$ cat src/rtl/rom_seq_pkg.sv
// Shared definitions for the ROM address sequencer: default address width,
// step-direction encoding and constant helpers used to size counters.
package rom_seq_pkg;

    // Address width of rom_module on this board.
    localparam int ADDR_W_DEF = 3;

    // Direction switch encoding as seen after synchronization.
    typedef enum logic {
        DIR_UP   = 1'b0,
        DIR_DOWN = 1'b1
    } dir_e;

    // Auto-step prescaler period in clock cycles. Returns 0 for nonsensical
    // rates so the caller's elaboration check rejects them together with
    // any period shorter than two cycles.
    function automatic int calc_div(input int clk_hz, input int step_hz);
        if (clk_hz <= 0 || step_hz <= 0) begin
            return 0;
        end
        return clk_hz / step_hz;
    endfunction

    // Bits needed for a counter that runs 0..count-1, never less than 1.
    function automatic int clog2_min1(input int count);
        for (int w = 1; w < 31; w++) begin
            if ((1 << w) >= count) begin
                return w;
            end
        end
        return 31;
    endfunction

endpackage

$ cat src/rtl/rom_addr_sequencer_button_debouncer.sv
// Push-button conditioner: 2-flop synchronizer, stable-time debouncer and a
// one-cycle pulse on each accepted press (release produces nothing).
module button_debouncer
    import rom_seq_pkg::*;
#(
    parameter int DEBOUNCE_CYCLES = 1_000_000
) (
    input  logic clk,
    input  logic rst,
    input  logic raw,
    output logic level,
    output logic rise_pulse
);

    localparam int CNT_W = clog2_min1(DEBOUNCE_CYCLES);
    localparam logic [CNT_W-1:0] CNT_LAST = CNT_W'(DEBOUNCE_CYCLES - 1);

    if (DEBOUNCE_CYCLES < 1) begin : g_debounce_check
        $error("button_debouncer: DEBOUNCE_CYCLES must be at least 1");
    end

    logic             sync_q1;
    logic             sync_q2;
    logic             level_d;
    logic [CNT_W-1:0] cnt;

    // Bring the asynchronous button into the clock domain.
    // NOTE: sequential state uses non-blocking assignments so every flop
    // samples the pre-edge value of its neighbour; blocking here would
    // collapse the two synchronizer stages into one.
    always_ff @(posedge clk) begin
        if (rst) begin
            sync_q1 <= 1'b0;
            sync_q2 <= 1'b0;
        end else begin
            sync_q1 <= raw;
            sync_q2 <= sync_q1;
        end
    end

    // Accept a new level only after it has disagreed for DEBOUNCE_CYCLES edges.
    always_ff @(posedge clk) begin
        if (rst) begin
            cnt   <= '0;
            level <= 1'b0;
        end else if (sync_q2 == level) begin
            cnt <= '0;
        end else if (cnt == CNT_LAST) begin
            level <= sync_q2;
            cnt   <= '0;
        end else begin
            cnt <= cnt + CNT_W'(1);
        end
    end

    // One-cycle delayed copy of the debounced level for edge detection.
    always_ff @(posedge clk) begin
        if (rst) begin
            level_d <= 1'b0;
        end else begin
            level_d <= level;
        end
    end

    // A press is the first cycle the debounced level is seen high.
    assign rise_pulse = level & ~level_d;

endmodule

$ cat src/rtl/rom_addr_sequencer.sv
// ROM address sequencer: steps a wrapping address on a debounced button press
// or on an auto-step tick, in the direction chosen by the dir switch.
module rom_addr_sequencer
    import rom_seq_pkg::*;
#(
    parameter int CLK_HZ          = 100_000_000,
    parameter int STEP_HZ         = 2,
    parameter int DEBOUNCE_CYCLES = 1_000_000,
    parameter int ADDR_W          = ADDR_W_DEF
) (
    input  logic              clk,
    input  logic              rst,
    input  logic              btn_step,
    input  logic              auto_en,
    input  logic              dir,
    output logic [ADDR_W-1:0] addr,
    output logic              step_pulse
);

    localparam int DIV   = calc_div(CLK_HZ, STEP_HZ);
    localparam int PRE_W = clog2_min1(DIV);
    localparam logic [PRE_W-1:0] PRE_LAST = PRE_W'(DIV - 1);

    if (DIV < 2) begin : g_div_check
        $error("rom_addr_sequencer: CLK_HZ/STEP_HZ must be at least 2");
    end

    if (ADDR_W < 1) begin : g_addr_check
        $error("rom_addr_sequencer: ADDR_W must be at least 1");
    end

    logic              press;
    logic              unused_btn_level;
    logic [1:0]        auto_sync;
    logic [1:0]        dir_sync;
    logic              auto_s;
    dir_e              step_dir;
    logic [PRE_W-1:0]  pre_cnt;
    logic              tick;
    logic              step_evt;
    logic [ADDR_W-1:0] addr_next;

    // The debounced level itself is not needed here; stepping uses the press pulse.
    button_debouncer #(
        .DEBOUNCE_CYCLES (DEBOUNCE_CYCLES)
    ) u_button_debouncer (
        .clk        (clk),
        .rst        (rst),
        .raw        (btn_step),
        .level      (unused_btn_level),
        .rise_pulse (press)
    );

    // Two-flop synchronizers for the mode and direction switches.
    always_ff @(posedge clk) begin
        if (rst) begin
            auto_sync <= 2'b00;
            dir_sync  <= 2'b00;
        end else begin
            auto_sync <= {auto_sync[0], auto_en};
            dir_sync  <= {dir_sync[0], dir};
        end
    end

    assign auto_s   = auto_sync[1];
    assign step_dir = dir_e'(dir_sync[1]);

    // Auto-step prescaler: cycles 0..DIV-1 while enabled, parked at 0 otherwise.
    always_ff @(posedge clk) begin
        if (rst) begin
            pre_cnt <= '0;
        end else if (!auto_s || tick) begin
            pre_cnt <= '0;
        end else begin
            pre_cnt <= pre_cnt + PRE_W'(1);
        end
    end

    assign tick = auto_s && (pre_cnt == PRE_LAST);

    // A coincident press and tick merge into a single step.
    assign step_evt = press | tick;

    // Next address: one step up or down, wrapping naturally at both ends.
    // NOTE: addr_next is given its hold value before any branch so that no
    // path leaves it unassigned, which would otherwise infer a latch.
    always_comb begin
        addr_next = addr;
        if (step_evt) begin
            case (step_dir)
                DIR_UP:   addr_next = addr + ADDR_W'(1);
                DIR_DOWN: addr_next = addr - ADDR_W'(1);
                default:  addr_next = addr;
            endcase
        end
    end

    // Address register and the matching one-cycle step indicator.
    always_ff @(posedge clk) begin
        if (rst) begin
            addr       <= '0;
            step_pulse <= 1'b0;
        end else begin
            addr       <= addr_next;
            step_pulse <= step_evt;
        end
    end

endmodule

$ cat config.mk
export PLATFORM = sky130hd
export DESIGN_NAME = rom_addr_sequencer
export DESIGN_NICKNAME = d
export VERILOG_FILES = /design/src/rtl/rom_seq_pkg.sv /design/src/rtl/rom_addr_sequencer_button_debouncer.sv /design/src/rtl/rom_addr_sequencer.sv
export SDC_FILE = /design/constraint.sdc
export NUM_CORES = 1
export LEC_CHECK = 0
export BUFFER_PORTS_ARGS = -buffer_cell sky130_fd_sc_hd__buf_2
export CAP_MARGIN = 20
export CORE_ASPECT_RATIO = 1.75
export CORE_MARGIN = 2
export CORE_UTILIZATION = 58
export DETAILED_ROUTE_END_ITERATION = 8
export PLACE_DENSITY = 0.75
export SETUP_SLACK_MARGIN = 0.1
export SKIP_CTS_REPAIR_TIMING = 1
export SYNTH_ARGS = -nofsm -noshare
export SYNTH_HDL_FRONTEND = slang
export SYNTH_SLANG_ARGS = --single-unit
$ cat constraint.sdc
create_clock -name clk -period 3.44 [get_ports clk]
set_input_delay 0.172 -clock clk [delete_from_list [all_inputs] [get_ports clk]]
set_output_delay 0.172 -clock clk [all_outputs]
set_load 0.05 [all_outputs]
Word level (Yosys, flattened, before mapping)
Index checks and enable logic that the tools add are counted.

storage, ports and cells
  flip-flop bits (word level) = 58
  bits of input ports = 5
  word-level logic and storage cells = 29

cells by class
  $add $sub $neg = 4
  eq/ne operators = 3
  multiplexer cells = 1
  bitwise gates (word level) = 5
  reduce and logical (&&, ||, !) cells = 6

operators by type and width
  cell                                                                 count
  26-bit by 1-bit adder with 26-bit output (second input constant)     1
  26-bit equality test (second input constant)                         1
  20-bit by 1-bit adder with 20-bit output (second input constant)     1
  20-bit equality test (second input constant)                         1
  3-bit case mux with 2 select lines                                   1
  3-bit by 1-bit adder with 3-bit output (second input constant)       1
  1-bit inverter                                                       3
  3-bit OR reduction                                                   1
  3-bit by 1-bit subtractor with 3-bit output (second input constant)  1
  2-bit AND reduction                                                  1
  2-bit OR reduction                                                   1
  1-bit bitwise AND                                                    1
  1-bit equality test                                                  1
  1-bit logical AND                                                    1
  1-bit zero test                                                      1
  1-bit logical OR                                                     1
  1-bit OR                                                             1

Depth between registers and ports, before layout
  depth in word-level cells = 4
  depth in mapped cells = 6
  gate-level depth less buffers = 5

Cells and area by module
A second synthesis with hierarchy kept.

second synthesis, totals
  cells, all modules = 288
  area total of the unflattened synthesis = 2607.5 um^2

modules (own cells, without submodules)
  module              times used  cells an instance  area each (um^2)  sequential area each (um^2)
  rom_addr_sequencer  1           172                1559.0            680.7
  button_debouncer    1           116                1048.5            480.5

Worst setup path after synthesis
OpenSTA, ideal clock, no wires.

  path kind = reg2reg
  from = register pre_cnt[16]
  to = register pre_cnt[19]
  setup time = 125 ps
  arrival = 1786 ps
  setup slack = 1528 ps
  cell stages (with the launch flop) = 6
  buffers on the path = 1
  period minus slack after synthesis = 1912 ps
  path through = dfxtp_1 > or4b_1 > or4_4 > o21bai_4 > buf_6 > a21oi_1

between the ends
  longest elaborated chain between the ends = 4

ends and longest elaborated chain
  what                                                                              RTL line                  text
  start, declared                                                                   rom_addr_sequencer.sv:38  logic [PRE_W-1:0] pre_cnt;
  start signal, assigned                                                            rom_addr_sequencer.sv:75  pre_cnt <= pre_cnt + PRE_W'(1);
  branches (longest 4 deep; another with 26-bit by 1-bit adder with 26-bit output)  --

Parallel ways; which one is timed is not known.
A chain may end at the register's enable or synchronous reset.

Worst setup path in the final report
  from = register pre_cnt[16]
  to = register pre_cnt[9]

between the ends
  longest elaborated chain between the ends = 4

ends and longest elaborated chain
  what                          RTL line                  text
  26-bit equality test          rom_addr_sequencer.sv:79  assign tick = auto_s && (pre_cnt == PRE_LAST);
  1-bit logical AND             rom_addr_sequencer.sv:79
  1-bit logical OR              rom_addr_sequencer.sv:72  end else if (!auto_s || tick) begin
  2-bit OR reduction (no line)  --

No other way between the ends.

==> results.py <==
metrics = {
    "sta": {
        "rsz0062_at_grt": "no",
        "setup_viol": 0,
        "tightest_slew_ns": 0.613,
        "fin_crit_sh_pct": 64.8,
        "slew_headroom_pct": 58.7,
        "hold_viol_final": 0,
        "max_freq_ghz": 0.449,
        "slew_violations": 0,
        "fin_tns_setup_ns": 0,
        "final.min_clock_period_ns": 2.23,
        "finClkSkew_ns": 0.00405,
    },
    "route": {
        "routed_via_density": 5.97,
        "top_layer_used": "met4",
        "wl_met2_microns": 2690,
        "num_vias": 2173,
        "drt-pass1-iter-count": 4,
        "ant_nets": 0,
        "drt-total-wl_microns": 5030,
        "routed-wl-met3_microns": 155,
        "drtIter0Drc": 72,
        "wl_per_cell_microns": 13.8,
        "wl_met1_microns": 2040,
        "drc": 0,
    },
    "synth": {
        "synth_edf_count": 0,
        "synth_top_cell_by_area": "dfxtp_1",
        "synth_seq_area_share_pct": 44.5,
        "synth_area_sq_um": 2610,
        "yosys-top-cells-count": "dfxtp_1, nor2_1, a21oi_1",
        "synth_nets": 308,
        "avgSynthCellArea_sq_um": 8.70,
        "synthTopCellsByArea": "dfxtp_1, nor2_1, xor2_1",
        "async_reset_ff_share_pct": 0,
        "yosys_warnings": 0,
        "synthCells": 300,
        "synth_top_area_share_pct": 44.5,
        "ys_ff_latch": 58,
        "ys_types": 34,
        "synth_flop_cell": "dfxtp_1",
        "synth_most_common_cell": "dfxtp_1",
    },
    "pwr": {
        "clkPwrFrac_pct": 42.9,
        "p_leak_uw": 0.000883,
        "switching_share_pct": 22.0,
        "seqPwrFrac_pct": 55.3,
        "peakVddDrop_uv": 360,
        "p_per_area_nw_per_um2": 434,
        "switchingPower_uw": 270,
        "p_int_uw": 958,
        "p_comb_share_pct": 1.8,
    },
    "clock_tree": {
        "htree_levels": 3,
        "tritoncts": "yes",
        "clk_pin_slew_ns": 0.06,
        "clkLatencyLatePin_ns": 0.33,
        "cts_sinks": 58,
        "cts_root_buffer": "clkbuf_8",
        "clock_path_buffers": 2,
        "cts_buffers": 9,
    },
    "run": {
        "maxCapViolations": 0,
    },
    "worst_setup_path": {
        "crit_fanout": 24,
        "required_ns": 3.63,
        "arrival_ns": 2.42,
        "path_class": "register to register",
        "endpoint_kind": "register",
        "reg2reg_depth": 4,
        "startpoint_type": "register",
    },
    "global_route": {
        "grt_use_total_pct": 22.6,
        "antenna_found_initial": 0,
        "grt_first_pass_wirelength_microns": 8460,
        "grt_max_degree": 25,
        "grt_pass1_vias": 1997,
        "grt_overflow": 0,
    },
    "place": {
        "numPlacedInstances": 348,
        "dp_hpwl_microns": 3580,
        "gp_congestion": 0.814,
        "port_buffers": 8,
    },
    "floorplan": {
        "ios": 9,
        "die-area_sq_um": 5070,
        "rows": 32,
        "die_w_microns": 54.7,
        "start_util_pct": 59.8,
        "core_sq_um": 4360,
        "die_h_microns": 92.7,
    },
    "min_path": {
        "worst_hold_path.num_cells": 2,
        "hp-class": "primary input to register",
    },
    "final_layout": {
        "fillers": 384,
        "final_cells": 364,
        "num_antenna_cells": 0,
        "drive_above_1_share_pct": 9.27,
        "area_growth_pct": 8.49,
        "fin_nets": 316,
    },
    "status": {
        "status": "finished, final reports clean",
    },
}
==> state kept, by name, indices dropped and copies added (netlist names) <==
| signal | flops |
|---|---|
| dir_sync | 2 |
| addr | 3 |
| step_pulse | 1 |
| u_button_debouncer.sync_q1 | 1 |
| auto_sync | 2 |
| u_button_debouncer.sync_q2 | 1 |
| pre_cnt | 26 |
| u_button_debouncer.level | 1 |
| u_button_debouncer.cnt | 20 |
| u_button_debouncer.level_d | 1 |
==> cells by family (layout without fill, tap and decap cells) <==
group                    count (synthesis)  after routing  synth area share (%)
XOR/XNOR                                25             25                  8.39
multiplexers                             3              3                  1.25
buffers and inverters                   20             33                  3.45
AO/OA/AOI/OAI                           44             44                  9.49
flip-flops                              58             58                  44.5
AND/OR/NAND/NOR                        147            147                  31.2
adder cells (fa/ha/maj)                  3              3                  1.73
==> path summary, 6_finish.rpt <==
| kind | slack (ns) | endpoint | startpoint |
|---|---|---|---|
| hold / removal | 0.06 | dir_sync[0] | dir |
| hold reg to reg | 0.44 | dir_sync[1] | dir_sync[0] |
| setup reg to reg | 1.21 | pre_cnt[9] | pre_cnt[16] |
| setup / recovery | 1.21 | pre_cnt[9] | pre_cnt[16] |
==> area by class of cell <==
| type | instances | area, sq um | share of cell area [%] |
|---|---|---|---|
| Timing Repair Buffer | 9 | 47.5 | 1.68 |
| Clock inverter | 6 | 32.5 | 1.15 |
| Multi-Input combinational cell | 222 | 1360 | 48.0 |
| Tap cell | 51 | 63.8 | 2.25 |
| Inverter | 8 | 30.0 | 1.06 |
| Clock buffer | 10 | 138 | 4.86 |
| Sequential cell | 58 | 1160 | 41.0 |
==> routing by layer <==
layer / vias up / global-route usage (%)
li1: 1095 / -
met1: 1026 / 23.6
met2: 39 / 38.8
met3: 13 / 6.13
met4: 0 / 11.5
met5: - / 0
==> cells in the final DEF, fill, tap and decap left out, types with 10 or more instances in the layout <==
cell       n
o21ai_0   16
nand2_1   13
dfxtp_1   58
a21oi_1   21
nor2_1    36
or3_1     16
clkbuf_8  10
nand3_1   16
nand4_1   19
xor2_1    14
xnor2_1   11
==> power by group through the flow <==
stage | clock (uW) | combinational, uW | sequential (uW)
detailed placement | 0 | 22.4 | 694
global placement | 0 | 21.7 | 694
finish | 527 | 22.0 | 679
floorplan | 0 | 14.8 | 696
CTS | 541 | 22.4 | 679
global route | 562 | 24.3 | 679
==> per-stage QoR <==
stage | util (%) | total power [uW] | hold slack [ns] | worst slack, ns | cell area [sq um]
final | 64.9 | 1230 | 0.0607 | 1.21 | 2830
after global routing | 64.9 | 1270 | 0.0555 | 1.10 | 2830
after CTS | 64.9 | 1240 | 0.0459 | 1.21 | 2830
after detailed placement | 61.0 | 716 | 0.394 | 1.23 | 2660
after global placement | 61.0 | 716 | 0.381 | 1.27 | 2660
after floorplan | - | 711 | 0.300 | 1.53 | 2610
==> critical path, cell delays in order, from the launching register on <==
cell	delay [ns]
dfxtp_1	0.36
or4b_1	0.53
or4_4	0.57
o21bai_4	0.51
nor2_1	0.12
Note: power is estimated with default switching activity, not from simulation.
